`config.mk`:
```
export PLATFORM = sky130hd
export DESIGN_NAME = sequenciador_busca
export DESIGN_NICKNAME = d
export VERILOG_FILES = /design/src/rtl/sequenciador_pkg.sv /design/src/rtl/calc_prox_pc.sv /design/src/rtl/sequenciador_busca.sv
export SDC_FILE = /design/constraint.sdc
export NUM_CORES = 1
export LEC_CHECK = 0
export ABC_CLOCK_PERIOD_IN_PS = 3000
export BUFFER_PORTS_ARGS = -buffer_cell sky130_fd_sc_hd__buf_2
export CAP_MARGIN = 0
export CORE_MARGIN = 2
export CORE_UTILIZATION = 50
export DETAILED_ROUTE_END_ITERATION = 10
export GPL_TIMING_DRIVEN = 0
export PLACE_DENSITY = 0.84
export SLEW_MARGIN = 20
export SYNTH_ARGS = -nofsm -noshare
export SYNTH_HDL_FRONTEND = slang
export SYNTH_HIERARCHICAL = 1
export SYNTH_SLANG_ARGS = --single-unit
```
`constraint.sdc`:
```
create_clock -name clock -period 3 [get_ports clock]
set_input_delay 0 -clock clock [delete_from_list [all_inputs] [get_ports clock]]
set_output_delay 0 -clock clock [all_outputs]
set_load 0.01 [all_outputs]
```
`src/rtl/sequenciador_pkg.sv`:
```
// ---------------------------------------------------------------------------
// sequenciador_pkg
// Shared definitions for the fetch/sequencing unit: FSM state encoding,
// instruction field bit positions and the opcode values the control unit
// decodes.
// ---------------------------------------------------------------------------
package sequenciador_pkg;

  // FSM states of the fetch/execute sequencer
  typedef enum logic [1:0] {
    BUSCA   = 2'd0,
    EXECUTA = 2'd1,
    PARADO  = 2'd2
  } estado_t;

  // Instruction field bit positions (8-bit instruction word)
  localparam int OPC_MSB = 7;
  localparam int OPC_LSB = 5;
  localparam int LSB_BIT = 0;
  localparam int OFF_MSB = 2;

  // Opcode values seen by the control unit
  localparam logic [2:0] OP_ADD = 3'd0;
  localparam logic [2:0] OP_BEQ = 3'd2;
  localparam logic [2:0] OP_LW  = 3'd3;

endpackage

```
`src/rtl/calc_prox_pc.sv`:
```
// ---------------------------------------------------------------------------
// calc_prox_pc
// Combinational next-PC selector. Priority: halt > jump > taken beq > pc+1.
// All arithmetic wraps modulo 2^PC_W.
// Ports:
//   pc_i      current PC
//   campo_i   low PC_W bits of the instruction (jump target / beq offset)
//   halt_i, jump_i, beq_i, zero_i   decoded control and ALU zero flag
//   prox_pc_o next PC
// ---------------------------------------------------------------------------
module calc_prox_pc
  import sequenciador_pkg::*;
#(
  parameter int PC_W = 5
) (
  input  logic [PC_W-1:0] pc_i,
  input  logic [PC_W-1:0] campo_i,
  input  logic            halt_i,
  input  logic            jump_i,
  input  logic            beq_i,
  input  logic            zero_i,
  output logic [PC_W-1:0] prox_pc_o
);

  logic [PC_W-1:0] pc_mais1_s;
  logic [PC_W-1:0] desloc_s;

  // Sign-extend the 3-bit beq offset and form pc+1
  always_comb begin
    pc_mais1_s = pc_i + PC_W'(1);
    desloc_s   = {{(PC_W-OFF_MSB-1){campo_i[OFF_MSB]}}, campo_i[OFF_MSB:0]};
  end

  // Priority mux; halt still advances past the halting instruction
  always_comb begin
    prox_pc_o = pc_mais1_s;
    if (halt_i) begin
      prox_pc_o = pc_mais1_s;
    end else if (jump_i) begin
      prox_pc_o = campo_i;
    end else if (beq_i && zero_i) begin
      prox_pc_o = pc_mais1_s + desloc_s;
    end else begin
      prox_pc_o = pc_mais1_s;
    end
  end

endmodule

```
`src/rtl/sequenciador_busca.sv`:
```
// ---------------------------------------------------------------------------
// sequenciador_busca
// Fetch/execute sequencer in front of a single-cycle datapath. Fetches an
// instruction over a req/ack handshake (BUSCA), presents OPcode and
// bit_menos_sig to the control unit for one commit cycle (EXECUTA) and
// computes the next PC from halt/jump/beq/zero. PARADO holds until retomar.
// Optional feature: define SEQ_TIMEOUT_EN to enable the fetch-timeout fault.
// Ports:
//   clock, reset_n            clock, async active-low reset
//   imem_req/addr/ack/dado    instruction memory handshake
//   OPcode, bit_menos_sig     registered instruction fields to control unit
//   halt, jump, beq, zero     decoded control and ALU zero flag
//   exec_valid                one-cycle commit strobe
//   pc, parado, retomar       current PC, halted flag, resume request
//   instr_count               saturating retired-instruction counter
//   erro_timeout              sticky fetch-timeout fault
// ---------------------------------------------------------------------------
module sequenciador_busca
  import sequenciador_pkg::*;
#(
  parameter int PC_W    = 5,
  parameter int INSTR_W = 8,
  parameter int CNT_W   = 16,
  parameter int TIMEOUT = 15
) (
  input  logic               clock,
  input  logic               reset_n,
  output logic               imem_req,
  output logic [PC_W-1:0]    imem_addr,
  input  logic               imem_ack,
  input  logic [INSTR_W-1:0] imem_dado,
  output logic [2:0]         OPcode,
  output logic               bit_menos_sig,
  input  logic               halt,
  input  logic               jump,
  input  logic               beq,
  input  logic               zero,
  output logic               exec_valid,
  output logic [PC_W-1:0]    pc,
  output logic               parado,
  input  logic               retomar,
  output logic [CNT_W-1:0]   instr_count,
  output logic               erro_timeout
);

  estado_t            state_q, state_d;
  logic [PC_W-1:0]    pc_q, pc_d;
  logic [INSTR_W-1:0] instr_q, instr_d;
  logic [CNT_W-1:0]   count_q, count_d;
  logic               req_q, req_d;
  logic [PC_W-1:0]    prox_pc_s;

`ifdef SEQ_TIMEOUT_EN
  localparam int WAIT_W = $clog2(TIMEOUT + 1);
  logic [WAIT_W-1:0]  wait_q, wait_d;
  logic               erro_q, erro_d;
`endif

  calc_prox_pc #(.PC_W(PC_W)) u_calc_prox_pc (
    .pc_i      (pc_q),
    .campo_i   (instr_q[PC_W-1:0]),
    .halt_i    (halt),
    .jump_i    (jump),
    .beq_i     (beq),
    .zero_i    (zero),
    .prox_pc_o (prox_pc_s)
  );

  // Next-state logic; imem_req is registered so it is low during reset and
  // rises on the first clock after release (acks are ignored until then)
  always_comb begin
    state_d = state_q;
    pc_d    = pc_q;
    instr_d = instr_q;
    count_d = count_q;
`ifdef SEQ_TIMEOUT_EN
    wait_d  = wait_q;
    erro_d  = erro_q;
`endif
    case (state_q)
      BUSCA: begin
        if (req_q && imem_ack) begin
          instr_d = imem_dado;
          state_d = EXECUTA;
`ifdef SEQ_TIMEOUT_EN
          wait_d  = '0;
`endif
        end else begin
`ifdef SEQ_TIMEOUT_EN
          if (req_q) begin
            if (wait_q == WAIT_W'(TIMEOUT - 1)) begin
              state_d = PARADO;
              erro_d  = 1'b1;
              wait_d  = '0;
            end else begin
              wait_d  = wait_q + WAIT_W'(1);
            end
          end else begin
            wait_d = wait_q;
          end
`else
          state_d = BUSCA;
`endif
        end
      end
      EXECUTA: begin
        pc_d = prox_pc_s;
        if (count_q != {CNT_W{1'b1}}) begin
          count_d = count_q + CNT_W'(1);
        end else begin
          count_d = count_q;
        end
        if (halt) begin
          state_d = PARADO;
        end else begin
          state_d = BUSCA;
        end
      end
      PARADO: begin
        if (retomar) begin
          state_d = BUSCA;
        end else begin
          state_d = PARADO;
        end
      end
      default: begin
        state_d = BUSCA;
      end
    endcase
    req_d = (state_d == BUSCA);
  end

  // State and datapath registers
  always_ff @(posedge clock or negedge reset_n) begin
    if (!reset_n) begin
      state_q <= BUSCA;
      pc_q    <= '0;
      instr_q <= '0;
      count_q <= '0;
      req_q   <= 1'b0;
    end else begin
      state_q <= state_d;
      pc_q    <= pc_d;
      instr_q <= instr_d;
      count_q <= count_d;
      req_q   <= req_d;
    end
  end

`ifdef SEQ_TIMEOUT_EN
  // Fetch wait counter and sticky timeout flag (cleared only by reset)
  always_ff @(posedge clock or negedge reset_n) begin
    if (!reset_n) begin
      wait_q <= '0;
      erro_q <= 1'b0;
    end else begin
      wait_q <= wait_d;
      erro_q <= erro_d;
    end
  end
  assign erro_timeout = erro_q;
`else
  assign erro_timeout = 1'b0;
`endif

  assign imem_req      = req_q;
  assign imem_addr     = pc_q;
  assign pc            = pc_q;
  assign OPcode        = instr_q[OPC_MSB:OPC_LSB];
  assign bit_menos_sig = instr_q[LSB_BIT];
  assign instr_count   = count_q;
  assign exec_valid    = (state_q == EXECUTA);
  assign parado        = (state_q == PARADO);

endmodule

```
==> out/results.txt <==
CTS saw 32 sinks. The biggest area contributor in the post-synthesis netlist is sky130_fd_sc_hd__dfrtp_1. The portion of the clock cycle consumed by the worst path in the final layout was 0.8030; the data required time at the worst endpoint was 3.24 ns. Between clock sinks in the finished design, the worst skew comes to 0.008240 ns. Pin slew with the least headroom to its limit: 0.7229 ns. The critical path is of the register to register type. In the routed layout, each cell is associated on average with a via count of 5.087.

The total area inside the core boundary comes to 3416 sq um. For this run, the post-layout net count is 265. The tools report the root cell of the clock tree as sky130_fd_sc_hd__clkbuf_4.

The portion of netlist area occupied by mux cells is 0.06361. For the post-cts resize count, the log shows 0. In this run the worst path has a maximum fanout of 8. Counting every instance in the synthesized netlist gives 174.

Yosys attributes the largest share of cell area to sky130_fd_sc_hd__dfrtp_1 (44%), sky130_fd_sc_hd__xor2_1 (7.2%), sky130_fd_sc_hd__mux2_2 (5.5%), sky130_fd_sc_hd__nand2_1 (5.3%), sky130_fd_sc_hd__ha_1 (4.8%). Clock latency on the worst-skew pair, taken at its later pin, is 0.33 ns. The number of different library cells used by synthesis comes to 39. The first global-routing pass estimated 6.361 mm of wire.

The flow ran to the end, and the final reports show no timing, DRC or antenna violations. Summed over all layers, the routed wires come to 3.869 mm. The share of synthesized area occupied by flip-flops and latches was 0.4378; the worst setup slack after layout was 0.5909 ns. In this run the power density over the cells is 885.5 nW/um^2.

The leading register cell type out of synthesis was sky130_fd_sc_hd__dfrtp_1. After legalization and detailed placement, the total HPWL measured 2.673 mm. The share of layout cells above drive strength 1 came out at 0.3430. The average instance in the mapped netlist occupies 10.51 sq um. The async set-or-reset flop fraction in the synthesized netlist came out at 1.000. The synthesized design contains 0 enable-type register cells. The total of hold buffers inserted after clock tree synthesis is 12, and the worst-case headroom to the max-slew limit is 0.5155. The area fraction in compound gates after synthesis was 0.07661; the I/O pin total was 50. The number of antenna diodes in the final layout is 0. In this run, CTS created clock tree buffers numbering 5. In the synthesized netlist, the cells that appear most often are sky130_fd_sc_hd__dfrtp_1 (32), sky130_fd_sc_hd__nand2_1 (26), sky130_fd_sc_hd__xor2_1 (15), sky130_fd_sc_hd__buf_4 (10), sky130_fd_sc_hd__mux2_2 (9). The floorplan step set the die width to 64.49 um. The number of remaining DRC errors was 0; the leakage power was 0.001229 uW. The worst setup path is launched from a register. The logs give 0 for the leftover overflow at the end of global routing and 0 for the number of antenna violations at the first check in global routing. The detailed router placed 1,465 vias in this run. For the standard-cell row count, the log shows 21.

The maximum clock path buffer count was 2; the number of endpoints failing setup at the final stage was 0. Yosys printed 6 warnings. After the first detailed-routing iteration, the DRC count stood at 64.

The clock period could shrink to 2.409 ns. Among all cell types in the netlist, the one instantiated most often is sky130_fd_sc_hd__dfrtp_1. The global routing usage summed across all routing layers was 0.2010; the die footprint was 4158 sq um. Relative to the synthesized area, the layout overhead comes to 27.02%. The synthesized design contains 32 register bits. IR analysis of the VDD net gives a maximum drop of 0.6458 mV. The count of pins over their slew limit was 0; the xor and xnor area share after synthesis was 0.1012. Combinational family with the most area after synthesis: simple AND/OR/NAND/NOR gates. TritonCTS built the clock tree. In this run the critical register-to-register path is launched from imem_addr[0]. The worst hold path begins at jump. The flop-to-flop setup slack is 0.59 ns. Once detail routing completed, the nets flagged for antenna violations numbered 0. For hold timing, the worst endpoint is imem_addr[3]. The run gives 0.6802 as the share of the core filled with cells in the final layout.

The worst flop-to-flop path endpoint was imem_addr[4]. The number of buffers inserted to repair setup after CTS was 0; the instance count along the most critical hold path was 4. Summing internal, switching and leakage power gives 2057 uW. STA puts the critical path data arrival time at 2.65 ns. Summed over all failing endpoints, the final setup total negative slack is 0 ns. The number of max-capacitance violations reported came out at 0. The top achievable clock speed is 0.4151 GHz, and the clock transition at the registers of the reported paths is 0.10 ns. Entering global routing, the biggest net connects 33 pins.

For the count of H-tree levels built during CTS, the log shows 2. The number of failing hold endpoints at the final stage is 0, and the port buffer count is 48. The adder-cell area share of the yosys netlist is 0.05882.

Filler cell count: 277. Kind of capture point of the worst setup path: a register. The starting density of the core was 0.5355; the area of the mapped netlist was 1829 sq um.

The fraction of post-synthesis cell area in the top cell type by area was 0.4378. The run gives 4 as the first-pass iteration count of the detailed router. Before CTS, the worst setup slack after placement is 0.6199 ns.

The tools report the launch point of the critical path as imem_addr[0]. The via count of the first global-routing pass came out at 1,368. The congestion estimate from routability-driven global placement came to 0.8230. The chip height is 64.49 um. Setup repair after global routing left no endpoint under its margin.

Measured in cells, the most critical reg-to-reg path has a length of 10. Dividing the detail-routed wire length by the instance count gives 13.43 um. The class of the tightest hold or removal check is input port to register. The synthesized netlist net count is 198, and the simple-gate share of the synthesized area is 0.2052.
cell families (layout without fill, tap and decap cells):
kind of cell / count (synthesis) / after routing
buffers and inverters: 16 / 84
multiplexers: 10 / 10
XOR/XNOR: 19 / 19
AO/OA/AOI/OAI: 19 / 19
other: 1 / 1
flip-flops: 32 / 32
AND/OR/NAND/NOR: 69 / 69
adder cells (fa/ha/maj): 8 / 8
state kept, by name, summed over array words and instances (netlist names):
| register | count |
|---|---|
| instr_count | 16 |
| imem_req | 1 |
| state_q | 2 |
| imem_addr | 5 |
| instr_q | 8 |
critical path, cell delays in order (launching register included):
cell,delay [ns]
sky130_fd_sc_hd__dfrtp_1,0.49
sky130_fd_sc_hd__ha_1,0.28
sky130_fd_sc_hd__xor2_1,0.31
sky130_fd_sc_hd__ha_1,0.24
sky130_fd_sc_hd__a21oi_1,0.08
sky130_fd_sc_hd__a211o_1,0.32
sky130_fd_sc_hd__a211oi_2,0.18
sky130_fd_sc_hd__a31oi_1,0.08
sky130_fd_sc_hd__o221a_1,0.24
sky130_fd_sc_hd__nand2_1,0.05
sky130_fd_sc_hd__nand2_1,0.04
placed cells by master, fill, tap and decap left out, drive strengths merged:
cell type / n
nor2b: 2
clkinv: 1
dlygate4sd3: 12
a22o: 1
nor2: 8
fa: 1
ha: 7
conb: 1
nor3: 8
a31oi: 1
o31a: 1
bufinv: 1
nand2b: 2
dfrtp: 32
o21ai: 3
o2111ai: 1
nand2: 26
nand4: 4
nor4: 2
xnor2: 3
and4: 2
a211o: 1
a22oi: 5
inv: 4
mux2: 10
a211oi: 2
and3: 3
nand3: 8
o221a: 1
nor4b: 1
buf: 60
a21oi: 3
clkbuf: 6
xor2: 16
nor3b: 3
final cells by class:
type | instances | area, sq um | area share
clock inverter | 2 | 35.03 | 0.01508
buffer | 12 | 85.08 | 0.03662
multi-input combinational | 126 | 928.4 | 0.3996
tap | 46 | 57.56 | 0.02477
inverter | 4 | 15.01 | 0.006462
timing repair buffer | 60 | 360.3 | 0.1551
clock buffer | 6 | 41.29 | 0.01777
sequential | 32 | 800.8 | 0.3446
worst max path at each step:
stage | endpoint | slack (ns) | depth (start not counted)
final | imem_addr[4] | 0.59 | 10
after global routing | imem_addr[4] | 0.47 | 10
after CTS | imem_addr[4] | 0.58 | 10
after detailed placement | imem_addr[4] | 0.62 | 10
after global placement | imem_addr[4] | 0.64 | 10
after floorplan | imem_addr[4] | 0.79 | 10
where the power goes:
group	switching, uW	internal (uW)
Combinational	486	515
Sequential	163	569
Clock	150	175
Total	799	1260
through the flow:
stage / instances / hold WS (ns) / cell area, sq um
3_5_place_dp: 268 / 0.07853 / 2127
6_report: 288 / 0.01389 / 2323
2_1_floorplan: 174 / -0.2956 / 1829
5_1_grt: 288 / 0.02968 / 2323
4_1_cts: 288 / 0.003493 / 2323
3_3_place_gp: 268 / 0.08247 / 2127
layer usage:
| metal | track usage | part of all wire |
|---|---|---|
| met1 | 0.2469 | 0.45 |
| met2 | 0.3464 | 0.49 |
| met3 | 0.04688 | 0.045 |
| met4 | 0.07181 | 0.016 |
| met5 | 0 | 0 |
No activity file was read; power rests on OpenSTA's default activity.
